[config.mk]
export PLATFORM = sky130hd
export DESIGN_NAME = ldm_stm_seq_flat
export DESIGN_NICKNAME = d
export VERILOG_FILES = /design/src/rtl/ldm_stm_seq_if.sv /design/src/rtl/ldm_stm_seq.sv /design/src/flat_wrapper.sv
export SDC_FILE = /design/constraint.sdc
export NUM_CORES = 1
export LEC_CHECK = 0
export CAP_MARGIN = 20
export CORE_MARGIN = 2
export CORE_UTILIZATION = 50
export DETAILED_ROUTE_END_ITERATION = 10
export PLACE_DENSITY = 0.93
export SETUP_SLACK_MARGIN = 0.5
export SYNTH_ARGS = -nofsm -noshare
export SYNTH_HDL_FRONTEND = slang
export SYNTH_SLANG_ARGS = --single-unit
[constraint.sdc]
create_clock -name clk -period 9.5 [get_ports clk]
set_input_delay 1.9 -clock clk [delete_from_list [all_inputs] [get_ports clk]]
set_output_delay 1.9 -clock clk [all_outputs]
set_load 0.1 [all_outputs]
[src/rtl/ldm_stm_seq_if.sv]
// Bus bundle for the LDM/STM block-transfer sequencer: command inputs,
// memory port, register-file ports and PC load.
interface ldm_stm_seq_if;
  logic        start;
  logic        is_load;
  logic [15:0] reglist;
  logic [3:0]  rn;
  logic [31:0] base;
  logic        up;
  logic        pre;
  logic        wback;
  logic        busy;
  logic        done;
  logic        mem_req;
  logic        mem_we;
  logic [31:0] mem_addr;
  logic [31:0] mem_wdata;
  logic        mem_ack;
  logic [31:0] mem_rdata;
  logic [3:0]  rf_ra;
  logic [31:0] rf_rd;
  logic        rf_we;
  logic [3:0]  rf_wa;
  logic [31:0] rf_wd;
  logic        pc_we;
  logic [31:0] pc_wd;

  modport slave (
    input  start, is_load, reglist, rn, base, up, pre, wback,
    input  mem_ack, mem_rdata, rf_rd,
    output busy, done, mem_req, mem_we, mem_addr, mem_wdata,
    output rf_ra, rf_we, rf_wa, rf_wd, pc_we, pc_wd
  );

  modport master (
    output start, is_load, reglist, rn, base, up, pre, wback,
    output mem_ack, mem_rdata, rf_rd,
    input  busy, done, mem_req, mem_we, mem_addr, mem_wdata,
    input  rf_ra, rf_we, rf_wa, rf_wd, pc_we, pc_wd
  );
endinterface

[src/rtl/ldm_stm_seq.sv]
// LDM/STM block-transfer sequencer: walks the register list in ascending
// order, one word per acked memory access, with optional base writeback.
module ldm_stm_seq (
  input  logic           clk,
  input  logic           reset,
  ldm_stm_seq_if.slave   bus
);
  typedef enum logic [1:0] {S_IDLE, S_XFER, S_WB, S_DONE} state_t;

  state_t      r_state;
  state_t      w_next;
  logic        r_is_load;
  logic [15:0] r_list;
  logic [3:0]  r_rn;
  logic [31:0] r_addr;
  logic [31:0] r_wb_val;
  logic        r_do_wb;

  logic [4:0]  w_cnt;
  logic [31:0] w_span;
  logic [31:0] w_start_addr;
  logic [3:0]  w_idx;
  logic        w_last;
  logic        w_launch;

  always_comb begin
    w_cnt = '0;
    for (int unsigned i = 0; i < 16; i++)
      w_cnt = w_cnt + 5'(bus.reglist[i]);
  end

  assign w_span = {25'd0, w_cnt, 2'b00};

  always_comb begin
    case ({bus.up, bus.pre})
      2'b10:   w_start_addr = bus.base;
      2'b11:   w_start_addr = bus.base + 32'd4;
      2'b00:   w_start_addr = bus.base - w_span + 32'd4;
      default: w_start_addr = bus.base - w_span;
    endcase
  end

  // Pending registers are kept as a shrinking mask; the lowest set bit is
  // always the current transfer, which yields ascending index order.
  always_comb begin
    w_idx = '0;
    for (int unsigned i = 16; i > 0; i--)
      if (r_list[i-1]) w_idx = 4'(i - 1);
  end

  assign w_last   = ((r_list & (r_list - 16'd1)) == '0);
  assign w_launch = (r_state == S_IDLE) && bus.start;

  always_ff @(posedge clk) begin
    if (reset) r_state <= S_IDLE;
    else       r_state <= w_next;
  end

  always_comb begin
    w_next = r_state;
    case (r_state)
      S_IDLE: if (bus.start) w_next = (bus.reglist == '0) ? S_DONE : S_XFER;
      S_XFER: if (bus.mem_ack && w_last) w_next = r_do_wb ? S_WB : S_DONE;
      S_WB:   w_next = S_DONE;
      S_DONE: w_next = S_IDLE;
      default: w_next = S_IDLE;
    endcase
  end

  always_ff @(posedge clk) begin
    if (reset) begin
      r_is_load <= 1'b0;
      r_list    <= '0;
      r_rn      <= '0;
      r_addr    <= '0;
      r_wb_val  <= '0;
      r_do_wb   <= 1'b0;
    end else if (w_launch) begin
      r_is_load <= bus.is_load;
      r_list    <= bus.reglist;
      r_rn      <= bus.rn;
      r_addr    <= w_start_addr;
      r_wb_val  <= bus.up ? (bus.base + w_span) : (bus.base - w_span);
      // A loaded base register must keep its loaded value.
      r_do_wb   <= bus.wback && !(bus.is_load && bus.reglist[bus.rn]);
    end else if (r_state == S_XFER && bus.mem_ack) begin
      r_list <= r_list & ~(16'd1 << w_idx);
      r_addr <= r_addr + 32'd4;
    end
  end

  always_comb begin
    bus.busy      = 1'b0;
    bus.done      = 1'b0;
    bus.mem_req   = 1'b0;
    bus.mem_we    = 1'b0;
    bus.mem_addr  = '0;
    bus.mem_wdata = '0;
    bus.rf_ra     = '0;
    bus.rf_we     = 1'b0;
    bus.rf_wa     = '0;
    bus.rf_wd     = '0;
    bus.pc_we     = 1'b0;
    bus.pc_wd     = '0;
    case (r_state)
      S_XFER: begin
        bus.busy     = 1'b1;
        bus.mem_req  = 1'b1;
        bus.mem_we   = ~r_is_load;
        bus.mem_addr = r_addr;
        if (!r_is_load) begin
          bus.rf_ra     = w_idx;
          bus.mem_wdata = bus.rf_rd;
        end else if (bus.mem_ack) begin
          if (w_idx == 4'hF) begin
            bus.pc_we = 1'b1;
            bus.pc_wd = bus.mem_rdata;
          end else begin
            bus.rf_we = 1'b1;
            bus.rf_wa = w_idx;
            bus.rf_wd = bus.mem_rdata;
          end
        end
      end
      S_WB: begin
        bus.busy  = 1'b1;
        bus.rf_we = 1'b1;
        bus.rf_wa = r_rn;
        bus.rf_wd = r_wb_val;
      end
      S_DONE: bus.done = 1'b1;
      default: ;
    endcase
  end
endmodule

[src/flat_wrapper.sv]
// flat-port wrapper written by rule: the top's interface ports become plain ports
module ldm_stm_seq_flat 
  (clk, reset, bus_start, bus_is_load, bus_reglist, bus_rn, bus_base, bus_up, bus_pre, bus_wback, bus_mem_ack, bus_mem_rdata, bus_rf_rd, bus_busy, bus_done, bus_mem_req, bus_mem_we, bus_mem_addr, bus_mem_wdata, bus_rf_ra, bus_rf_we, bus_rf_wa, bus_rf_wd, bus_pc_we, bus_pc_wd);
  ldm_stm_seq_if bus_i ();
  input  logic clk;
  input  logic reset;
  input wire logic [$bits(bus_i.start)-1:0] bus_start;
  input wire logic [$bits(bus_i.is_load)-1:0] bus_is_load;
  input wire logic [$bits(bus_i.reglist)-1:0] bus_reglist;
  input wire logic [$bits(bus_i.rn)-1:0] bus_rn;
  input wire logic [$bits(bus_i.base)-1:0] bus_base;
  input wire logic [$bits(bus_i.up)-1:0] bus_up;
  input wire logic [$bits(bus_i.pre)-1:0] bus_pre;
  input wire logic [$bits(bus_i.wback)-1:0] bus_wback;
  input wire logic [$bits(bus_i.mem_ack)-1:0] bus_mem_ack;
  input wire logic [$bits(bus_i.mem_rdata)-1:0] bus_mem_rdata;
  input wire logic [$bits(bus_i.rf_rd)-1:0] bus_rf_rd;
  output wire logic [$bits(bus_i.busy)-1:0] bus_busy;
  output wire logic [$bits(bus_i.done)-1:0] bus_done;
  output wire logic [$bits(bus_i.mem_req)-1:0] bus_mem_req;
  output wire logic [$bits(bus_i.mem_we)-1:0] bus_mem_we;
  output wire logic [$bits(bus_i.mem_addr)-1:0] bus_mem_addr;
  output wire logic [$bits(bus_i.mem_wdata)-1:0] bus_mem_wdata;
  output wire logic [$bits(bus_i.rf_ra)-1:0] bus_rf_ra;
  output wire logic [$bits(bus_i.rf_we)-1:0] bus_rf_we;
  output wire logic [$bits(bus_i.rf_wa)-1:0] bus_rf_wa;
  output wire logic [$bits(bus_i.rf_wd)-1:0] bus_rf_wd;
  output wire logic [$bits(bus_i.pc_we)-1:0] bus_pc_we;
  output wire logic [$bits(bus_i.pc_wd)-1:0] bus_pc_wd;
  assign bus_i.start = bus_start;
  assign bus_i.is_load = bus_is_load;
  assign bus_i.reglist = bus_reglist;
  assign bus_i.rn = bus_rn;
  assign bus_i.base = bus_base;
  assign bus_i.up = bus_up;
  assign bus_i.pre = bus_pre;
  assign bus_i.wback = bus_wback;
  assign bus_i.mem_ack = bus_mem_ack;
  assign bus_i.mem_rdata = bus_mem_rdata;
  assign bus_i.rf_rd = bus_rf_rd;
  assign bus_busy = bus_i.busy;
  assign bus_done = bus_i.done;
  assign bus_mem_req = bus_i.mem_req;
  assign bus_mem_we = bus_i.mem_we;
  assign bus_mem_addr = bus_i.mem_addr;
  assign bus_mem_wdata = bus_i.mem_wdata;
  assign bus_rf_ra = bus_i.rf_ra;
  assign bus_rf_we = bus_i.rf_we;
  assign bus_rf_wa = bus_i.rf_wa;
  assign bus_rf_wd = bus_i.rf_wd;
  assign bus_pc_we = bus_i.pc_we;
  assign bus_pc_wd = bus_i.pc_wd;
  ldm_stm_seq u_core (.clk(clk), .reset(reset), .bus(bus_i));
endmodule
==> metrics.txt, run 1 <==
# TYPE chip_impl_metric gauge
chip_impl_info{name="run_status",value="finished, final reports clean"} 1
chip_impl_info{name="critical-path-top-delay-family",value="adder cells"} 1
chip_impl_info{name="critPathKind",value="primary input to flop"} 1
chip_impl_metric{name="overall_global_routing_resource_usage",unit="%"} 36.7
chip_impl_metric{name="drt_wl_total",unit="µm"} 38500
chip_impl_info{name="ys_top_cells_by_area",value="sky130_fd_sc_hd__dfxtp_1, sky130_fd_sc_hd__and2_1, sky130_fd_sc_hd__nand2_1, sky130_fd_sc_hd__xnor2_1, sky130_fd_sc_hd__a21oi_1"} 1
chip_impl_metric{name="ir_worst_vdd",unit="mV"} 0.147
chip_impl_metric{name="worst_setup_hold_path_clk_slew",unit="ns"} 0.08
chip_impl_metric{name="insertion_delay",unit="ns"} 0.36
chip_impl_metric{name="synthDistinctLibCells",unit=""} 78
chip_impl_metric{name="period_needed",unit="ns"} 8.87
chip_impl_metric{name="place.port_buffers",unit=""} 265
chip_impl_info{name="netlist_top_cells_count",value="sky130_fd_sc_hd__nand2_1, sky130_fd_sc_hd__and2_1, sky130_fd_sc_hd__a21oi_1"} 1
chip_impl_metric{name="clock_sinks",unit=""} 88
chip_impl_info{name="clock-root-buffer",value="sky130_fd_sc_hd__clkbuf_16"} 1
chip_impl_metric{name="netlist_instances",unit=""} 1345
chip_impl_metric{name="route.antenna.remaining_nets",unit=""} 0
chip_impl_metric{name="cts_max_path_buffers",unit=""} 2
chip_impl_metric{name="setup_viol",unit=""} 0
chip_impl_info{name="cp-end-kind",value="flop"} 1
chip_impl_info{name="synth.most_common_cell",value="sky130_fd_sc_hd__nand2_1"} 1
chip_impl_metric{name="syn-num-nets",unit=""} 1509
chip_impl_metric{name="power.density_cell_area",unit="nW/µm²"} 234
chip_impl_metric{name="die_w",unit="µm"} 142
chip_impl_metric{name="ioPinCount",unit=""} 266
chip_impl_metric{name="vias_per_cell",unit=""} 6.29
chip_impl_metric{name="die-area",unit="µm²"} 20100
chip_impl_metric{name="detailedRoute.firstPassIterationCount",unit=""} 6
chip_impl_info{name="start_kind",value="primary input"} 1
chip_impl_metric{name="layout.nets",unit=""} 1707
chip_impl_metric{name="post_route_cells_drive_above_1_share",unit="%"} 5.75
chip_impl_metric{name="asyncSetResetFlopFracSynth",unit="%"} 0
chip_impl_metric{name="grt_pass1_wl",unit="µm"} 57900
chip_impl_metric{name="per_cell_routed_wire_length",unit="µm"} 21.5
chip_impl_metric{name="final.period_utilization",unit="%"} 93.4
chip_impl_info{name="cp_slowest_cell",value="sky130_fd_sc_hd__fa_2"} 1
chip_impl_info{name="synth_area_leader_cell",value="sky130_fd_sc_hd__dfxtp_1"} 1
chip_impl_metric{name="post_synth_instance_area",unit="µm²"} 9510
chip_impl_metric{name="timing.fmax",unit="GHz"} 0.113
chip_impl_metric{name="holdBufCountCts",unit=""} 0
chip_impl_metric{name="worst_path_largest_cell_delay",unit="ns"} 0.63
chip_impl_metric{name="fillers",unit=""} 1621
chip_impl_metric{name="yosysSeqAreaShare",unit="%"} 18.5
chip_impl_metric{name="ys_warn_count",unit=""} 0
chip_impl_metric{name="path_buf_inv",unit=""} 5
chip_impl_metric{name="fin_setup_tns",unit="ns"} 0
chip_impl_metric{name="max-slew-margin-rel",unit="%"} 20.6
chip_impl_metric{name="floorplan.core_area",unit="µm²"} 18700
chip_impl_metric{name="finClkSkew",unit="ns"} 0.0173
chip_impl_metric{name="worst-endpoint-arrival",unit="ns"} 9.08
chip_impl_metric{name="dp_hpwl",unit="µm"} 28800
chip_impl_metric{name="syn_area_per_cell",unit="µm²"} 7.07
chip_impl_metric{name="antenna_found_initial",unit=""} 6
chip_impl_metric{name="floorplan.initialDensity",unit="%"} 50.9
chip_impl_metric{name="max_cap_viol_count",unit=""} 0
chip_impl_metric{name="synth-edff-count",unit=""} 0
chip_impl_metric{name="static_leak",unit="nW"} 4.44
chip_impl_metric{name="drc_errors_left",unit=""} 0
chip_impl_metric{name="grt_start_max_net_pins",unit=""} 91
chip_impl_metric{name="post-synth-top-area-fraction",unit="%"} 18.5
chip_impl_metric{name="critical_path.max_fanout",unit=""} 7
chip_impl_metric{name="die_h",unit="µm"} 142
chip_impl_metric{name="tritoncts.num_buffers",unit=""} 9
chip_impl_info{name="worst_hold_path_type",value="flop to flop"} 1
chip_impl_metric{name="place_congestion",unit=""} 1.01
chip_impl_metric{name="synth-seq-cells",unit=""} 88
chip_impl_metric{name="max_slew.worst_pin.slew",unit="ns"} 1.19
chip_impl_metric{name="gr-total-overflow",unit=""} 0
chip_impl_metric{name="worst_hold_slack",unit="ns"} 0.453
chip_impl_info{name="post_synth_top_flop",value="sky130_fd_sc_hd__dfxtp_1"} 1
chip_impl_metric{name="worst_reg_to_reg_setup_slack",unit="ns"} 6.38
chip_impl_metric{name="routed-via-count",unit=""} 11251
chip_impl_info{name="tritoncts_clock_tree",value="yes"} 1
chip_impl_metric{name="cts_htree_levels",unit=""} 3
chip_impl_metric{name="grt_pass1_vias",unit=""} 10234
chip_impl_info{name="unrepaired_setup_endpoints_after_global_routing",value="true"} 1
chip_impl_metric{name="required",unit="ns"} 9.71
chip_impl_metric{name="final-max-slew-violation-count",unit=""} 0
chip_impl_metric{name="area_growth_syn_to_layout",unit="%"} 33.6
chip_impl_metric{name="first_iter_violations",unit=""} 1293
chip_impl_metric{name="core.rowCount",unit=""} 50
chip_impl_metric{name="hold_violations",unit=""} 0
layout by cell type (no fill, tap or decap), types with 42 or more instances in the layout:
| cell | netlist | layout |
|---|---|---|
| sky130_fd_sc_hd__and2_1 | 105 | 104 |
| sky130_fd_sc_hd__nand2_1 | 175 | 174 |
| sky130_fd_sc_hd__nor2_1 | 81 | 79 |
| sky130_fd_sc_hd__clkdlybuf4s50_1 | 0 | 263 |
| sky130_fd_sc_hd__dfxtp_1 | 88 | 88 |
| sky130_fd_sc_hd__inv_1 | 43 | 43 |
| sky130_fd_sc_hd__nor2b_1 | 51 | 49 |
| sky130_fd_sc_hd__nand3_1 | 42 | 42 |
| sky130_fd_sc_hd__a21oi_1 | 104 | 104 |
| sky130_fd_sc_hd__xnor2_1 | 61 | 61 |
| sky130_fd_sc_hd__xor2_1 | 51 | 50 |
worst paths after layout:
check	startpoint	end	cells after the start
max	bus_reglist[0]	u_core.r_addr[30]	25
min	u_core.r_addr[0]	u_core.r_addr[0]	2
max reg2reg	u_core.r_state[0]	u_core.r_addr[20]	9
min reg2reg	u_core.r_addr[0]	u_core.r_addr[0]	2
cells by family (layout without fill, tap and decap cells):
logic type      Yosys count  after routing  share of synthesized area [%]
mux                      11             11                           1.83
compound gates          324            324                           23.1
simple gates            613            613                           33.6
flops                    88             88                           18.5
xor+xnor                112            112                           10.3
buf+inv                 156            359                           6.27
other cells               0              7                              0
fa+ha+maj                41             41                           6.31
layer usage:
| layer | wire length [µm] | track usage (%) | vias up |
|---|---|---|---|
| met4 | 2220 | 19.7 | 0 |
| li1 | - | - | 5178 |
| met5 | 0 | 0 | - |
| met3 | 3840 | 8.14 | 141 |
| met1 | 14500 | 44.1 | 5228 |
| met2 | 18000 | 61.1 | 704 |
registers in the layout, indices dropped and copies added, names as in the netlist:
name	count
u_core.r_addr	32
u_core.r_wb_val	32
u_core.r_list	16
u_core.r_rn	4
u_core.r_state	2
u_core.r_do_wb	1
u_core.r_is_load	1
where the power goes:
| group | switching (mW) | internal (mW) | total [mW] |
|---|---|---|---|
| clock | 0.173 | 0.234 | 0.407 |
| sequential | 0.0765 | 0.446 | 0.522 |
| combinational | 1.39 | 0.649 | 2.04 |
worst reg2reg max path, cell delays in order, from the launching register on:
cell                      delay, ns
sky130_fd_sc_hd__dfxtp_1       0.36
sky130_fd_sc_hd__inv_1         0.11
sky130_fd_sc_hd__ha_1          0.25
sky130_fd_sc_hd__nand2_2       0.48
sky130_fd_sc_hd__buf_4         0.74
sky130_fd_sc_hd__nor2_1        0.31
sky130_fd_sc_hd__a221o_1       0.43
sky130_fd_sc_hd__nor3b_1       0.19
sky130_fd_sc_hd__mux2i_1       0.11
sky130_fd_sc_hd__nand2_1       0.07
timing repair:
item	in CTS	in global routing
gates resized for setup	1	11
setup buffers	0	2
setup endpoints to repair	2	13
pin swaps	0	4
area by class of cell:
type,count,area [µm²],area share (%)
multi-input combinational,1101,7220,56.8
timing repair buffer,297,2920,23.0
sequential,88,1760,13.9
tap,234,293,2.30
clock inverter,7,101,0.798
inverter,46,173,1.36
clock buffer,9,225,1.77
antenna,7,17.5,0.138
stage by stage:
step	setup WS (ns)	instance area [µm²]	cells	utilization [%]	power, mW
finish	0.632	12700	1789	67.9	2.97
global route	0.408	12700	1788	67.9	3.10
CTS	0.558	12600	1778	67.3	2.90
detailed placement	0.141	12300	1762	65.5	2.49
global placement	0.325	12300	1762	65.5	2.45
floorplan	1.14	9510	1345	-	1.95
Note: power is estimated with default switching activity, not from simulation.
==> run 2, diff against run 1 <==
--- a/config.mk
+++ b/config.mk
@@ -7,9 +7,9 @@
 export LEC_CHECK = 0
 export CAP_MARGIN = 20
 export CORE_MARGIN = 2
-export CORE_UTILIZATION = 50
+export CORE_UTILIZATION = 54
 export DETAILED_ROUTE_END_ITERATION = 10
-export PLACE_DENSITY = 0.93
+export PLACE_DENSITY = 0.95
 export SETUP_SLACK_MARGIN = 0.5
 export SYNTH_ARGS = -nofsm -noshare
 export SYNTH_HDL_FRONTEND = slang
==> constraint.sdc (replaced) <==
create_clock -name clk -period 10.9 [get_ports clk]
set_input_delay 2.18 -clock clk [delete_from_list [all_inputs] [get_ports clk]]
set_output_delay 2.18 -clock clk [all_outputs]
set_load 0.1 [all_outputs]
==> metrics.txt, run 2 (same netlist as run 1, synthesis figures left out) <==
# TYPE chip_impl_metric gauge
chip_impl_metric{name="met2_length",unit="µm"} 17200
chip_impl_metric{name="finClkSkew",unit="ns"} 0.0155
chip_impl_info{name="startpoint",value="bus_reglist[1]"} 1
chip_impl_metric{name="p_clk_share",unit="%"} 13.2
chip_impl_info{name="cp-end-kind",value="flop"} 1
chip_impl_metric{name="fillers",unit=""} 1375
chip_impl_metric{name="grt_pass1_wl",unit="µm"} 55500
chip_impl_metric{name="dp_hpwl",unit="µm"} 28100
chip_impl_metric{name="ioPinCount",unit=""} 266
chip_impl_metric{name="grt_start_max_net_pins",unit=""} 91
chip_impl_metric{name="floorplan.initialDensity",unit="%"} 55.2
chip_impl_metric{name="ir_worst_vdd",unit="mV"} 0.194
chip_impl_metric{name="power.density_cell_area",unit="nW/µm²"} 202
chip_impl_info{name="clock-root-buffer",value="sky130_fd_sc_hd__clkbuf_16"} 1
chip_impl_metric{name="worst-endpoint-arrival",unit="ns"} 9.76
chip_impl_metric{name="critical_path.max_fanout",unit=""} 13
chip_impl_info{name="top_regs",value="u_core.r_addr: 32 flops, u_core.r_wb_val: 32 flops, u_core.r_list: 16 flops"} 1
chip_impl_info{name="start_kind",value="primary input"} 1
chip_impl_metric{name="power.sequential.fraction",unit="%"} 18.1
chip_impl_metric{name="post_cts_resized",unit=""} 0
chip_impl_metric{name="worst_hold_slack",unit="ns"} 0.452
chip_impl_metric{name="combinationalPowerShare",unit="%"} 68.8
chip_impl_info{name="run_status",value="finished, final reports clean"} 1
chip_impl_metric{name="max_slew.worst_pin.slew",unit="ns"} 1.13
chip_impl_info{name="worstHoldEndpoint",value="u_core.r_wb_val[9]"} 1
chip_impl_metric{name="route.antenna.remaining_nets",unit=""} 0
chip_impl_info{name="worst_hold_path_type",value="flop to flop"} 1
chip_impl_metric{name="worst_setup_hold_path_clk_slew",unit="ns"} 0.07
chip_impl_metric{name="internal_power",unit="mW"} 1.11
chip_impl_metric{name="fin_setup_tns",unit="ns"} 0
chip_impl_info{name="hold_crit_start",value="u_core.r_wb_val[9]"} 1
chip_impl_metric{name="m1WireLength",unit="µm"} 13400
chip_impl_metric{name="place.port_buffers",unit=""} 265
chip_impl_info{name="topRoutingLayerUsed",value="met4"} 1
chip_impl_metric{name="period_needed",unit="ns"} 9.57
chip_impl_metric{name="drt_wl_total",unit="µm"} 36800
chip_impl_metric{name="insertion_delay",unit="ns"} 0.36
chip_impl_metric{name="max-slew-margin-rel",unit="%"} 24.3
chip_impl_metric{name="ff_latch_area",unit="µm²"} 1760
chip_impl_metric{name="first_iter_violations",unit=""} 1211
chip_impl_info{name="tritoncts_clock_tree",value="yes"} 1
chip_impl_metric{name="die_h",unit="µm"} 137
chip_impl_metric{name="power_switching_share",unit="%"} 55.7
chip_impl_info{name="final_cell_mix",value="sky130_fd_sc_hd__clkdlybuf4s50_1, sky130_fd_sc_hd__nand2_1, sky130_fd_sc_hd__and2_1, sky130_fd_sc_hd__a21oi_1, sky130_fd_sc_hd__dfxtp_1"} 1
chip_impl_metric{name="fin_area",unit="µm²"} 12500
chip_impl_metric{name="detailedRoute.firstPassIterationCount",unit=""} 6
chip_impl_metric{name="die-area",unit="µm²"} 18700
chip_impl_metric{name="per_cell_routed_wire_length",unit="µm"} 21.0
chip_impl_metric{name="detailed_place.area",unit="µm²"} 12100
chip_impl_info{name="rr_endpoint",value="u_core.r_addr[31]"} 1
chip_impl_metric{name="multi_input_comb_area",unit="µm²"} 7170
chip_impl_metric{name="final.period_utilization",unit="%"} 87.8
chip_impl_metric{name="vias_per_cell",unit=""} 6.36
chip_impl_metric{name="layout.nets",unit=""} 1687
chip_impl_metric{name="final-max-slew-violation-count",unit=""} 0
chip_impl_metric{name="total_switching_power",unit="mW"} 1.40
chip_impl_metric{name="clock_sinks",unit=""} 88
chip_impl_metric{name="timing.fmax",unit="GHz"} 0.104
chip_impl_metric{name="gr-total-overflow",unit=""} 0
chip_impl_metric{name="die_w",unit="µm"} 137
chip_impl_metric{name="core.rowCount",unit=""} 48
chip_impl_metric{name="area_growth_syn_to_layout",unit="%"} 30.9
chip_impl_metric{name="finalCoreUtilization",unit="%"} 72.2
chip_impl_metric{name="antenna_found_initial",unit=""} 2
chip_impl_info{name="critPathKind",value="primary input to flop"} 1
chip_impl_info{name="unrepaired_setup_endpoints_after_global_routing",value="false"} 1
chip_impl_metric{name="timing.hold.worst_path_depth",unit=""} 2
chip_impl_metric{name="place_congestion",unit=""} 1.04
chip_impl_metric{name="floorplan.core_area",unit="µm²"} 17200
chip_impl_metric{name="required",unit="ns"} 11.09
chip_impl_metric{name="tritoncts.num_buffers",unit=""} 9
chip_impl_metric{name="setup_viol",unit=""} 0
chip_impl_metric{name="cts_htree_levels",unit=""} 3
chip_impl_metric{name="routed-via-count",unit=""} 11170
chip_impl_metric{name="holdBufCountCts",unit=""} 0
chip_impl_metric{name="static_leak",unit="nW"} 4.31
chip_impl_metric{name="hold_violations",unit=""} 0
chip_impl_metric{name="drc_errors_left",unit=""} 0
chip_impl_info{name="worst_r2r_start",value="u_core.r_state[1]"} 1
chip_impl_metric{name="detailroute.wirelength.met3",unit="µm"} 4190
chip_impl_metric{name="cts_max_path_buffers",unit=""} 2
chip_impl_metric{name="overall_global_routing_resource_usage",unit="%"} 38.0
chip_impl_info{name="most_common_library_cell_in_the_layout_ignoring_fill_and_taps",value="sky130_fd_sc_hd__clkdlybuf4s50_1"} 1
chip_impl_metric{name="max_cap_viol_count",unit=""} 0
chip_impl_metric{name="post_route_cells_drive_above_1_share",unit="%"} 3.66
chip_impl_metric{name="number_of_buffers_inserted_by_post_cts_setup_repair",unit=""} 0
chip_impl_metric{name="grt_pass1_vias",unit=""} 10118
chip_impl_metric{name="r2r_cells",unit=""} 10
chip_impl_metric{name="worst_reg_to_reg_setup_slack",unit="ns"} 7.53
run 2: power groups by stage:
stage | sequential [mW] | combinational [mW] | clock [mW]
after floorplan | 0.436 | 1.27 | 0
after global placement | 0.453 | 1.64 | 0
after detailed placement | 0.457 | 1.68 | 0
after CTS | 0.450 | 1.69 | 0.332
after global routing | 0.461 | 1.83 | 0.342
final | 0.453 | 1.73 | 0.331
run 2: worst max-delay path, stage by stage:
cell	delay [ns]
sky130_fd_sc_hd__clkdlybuf4s50_1	0.53
sky130_fd_sc_hd__inv_1	0.06
sky130_fd_sc_hd__ha_1	0.27
sky130_fd_sc_hd__inv_1	0.05
sky130_fd_sc_hd__fa_1	0.47
sky130_fd_sc_hd__fa_1	0.51
sky130_fd_sc_hd__fa_1	0.55
sky130_fd_sc_hd__fa_1	0.43
sky130_fd_sc_hd__fa_1	0.43
sky130_fd_sc_hd__fa_1	0.53
sky130_fd_sc_hd__inv_1	0.10
sky130_fd_sc_hd__ha_1	0.29
sky130_fd_sc_hd__or2_1	0.28
sky130_fd_sc_hd__a2111oi_4	0.62
sky130_fd_sc_hd__nor3_2	0.14
sky130_fd_sc_hd__or4_4	0.54
sky130_fd_sc_hd__a211o_1	0.43
sky130_fd_sc_hd__or4_1	0.60
sky130_fd_sc_hd__or4_1	0.47
sky130_fd_sc_hd__xnor2_1	0.17
sky130_fd_sc_hd__o22ai_1	0.08
run 2: cell type report:
class	instances	area share, %
multi-input combinational	1101	57.5
timing repair buffer	277	22.1
sequential	88	14.1
tap	225	2.26
clock buffer	10	1.84
inverter	46	1.39
clock inverter	6	0.613
antenna	3	0.0603
run 2: how the worst max path moves through the flow:
stage,endpoint,slack (ns),depth (start not counted)
global placement,u_core.r_addr[26],1.17,21
finish,u_core.r_addr[26],1.33,21
floorplan,u_core.r_addr[22],2.26,21
detailed placement,u_core.r_addr[26],1.01,21
global route,u_core.r_addr[23],1.07,21
CTS,u_core.r_addr[26],1.36,21
run 2: routing by layer:
metal,up-vias,global-route usage (%)
li1,5123,-
met1,5151,46.4
met3,148,8.44
met2,748,62.2
met4,0,20.8
met5,-,0
run 2: per-stage QoR:
| step | cells | setup WS, ns | power [mW] |
|---|---|---|---|
| 2_1_floorplan | 1345 | 2.26 | 1.70 |
| 5_1_grt | 1755 | 1.07 | 2.63 |
| 4_1_cts | 1752 | 1.36 | 2.47 |
| 3_3_place_gp | 1736 | 1.17 | 2.09 |
| 3_5_place_dp | 1736 | 1.01 | 2.14 |
| 6_report | 1756 | 1.33 | 2.51 |
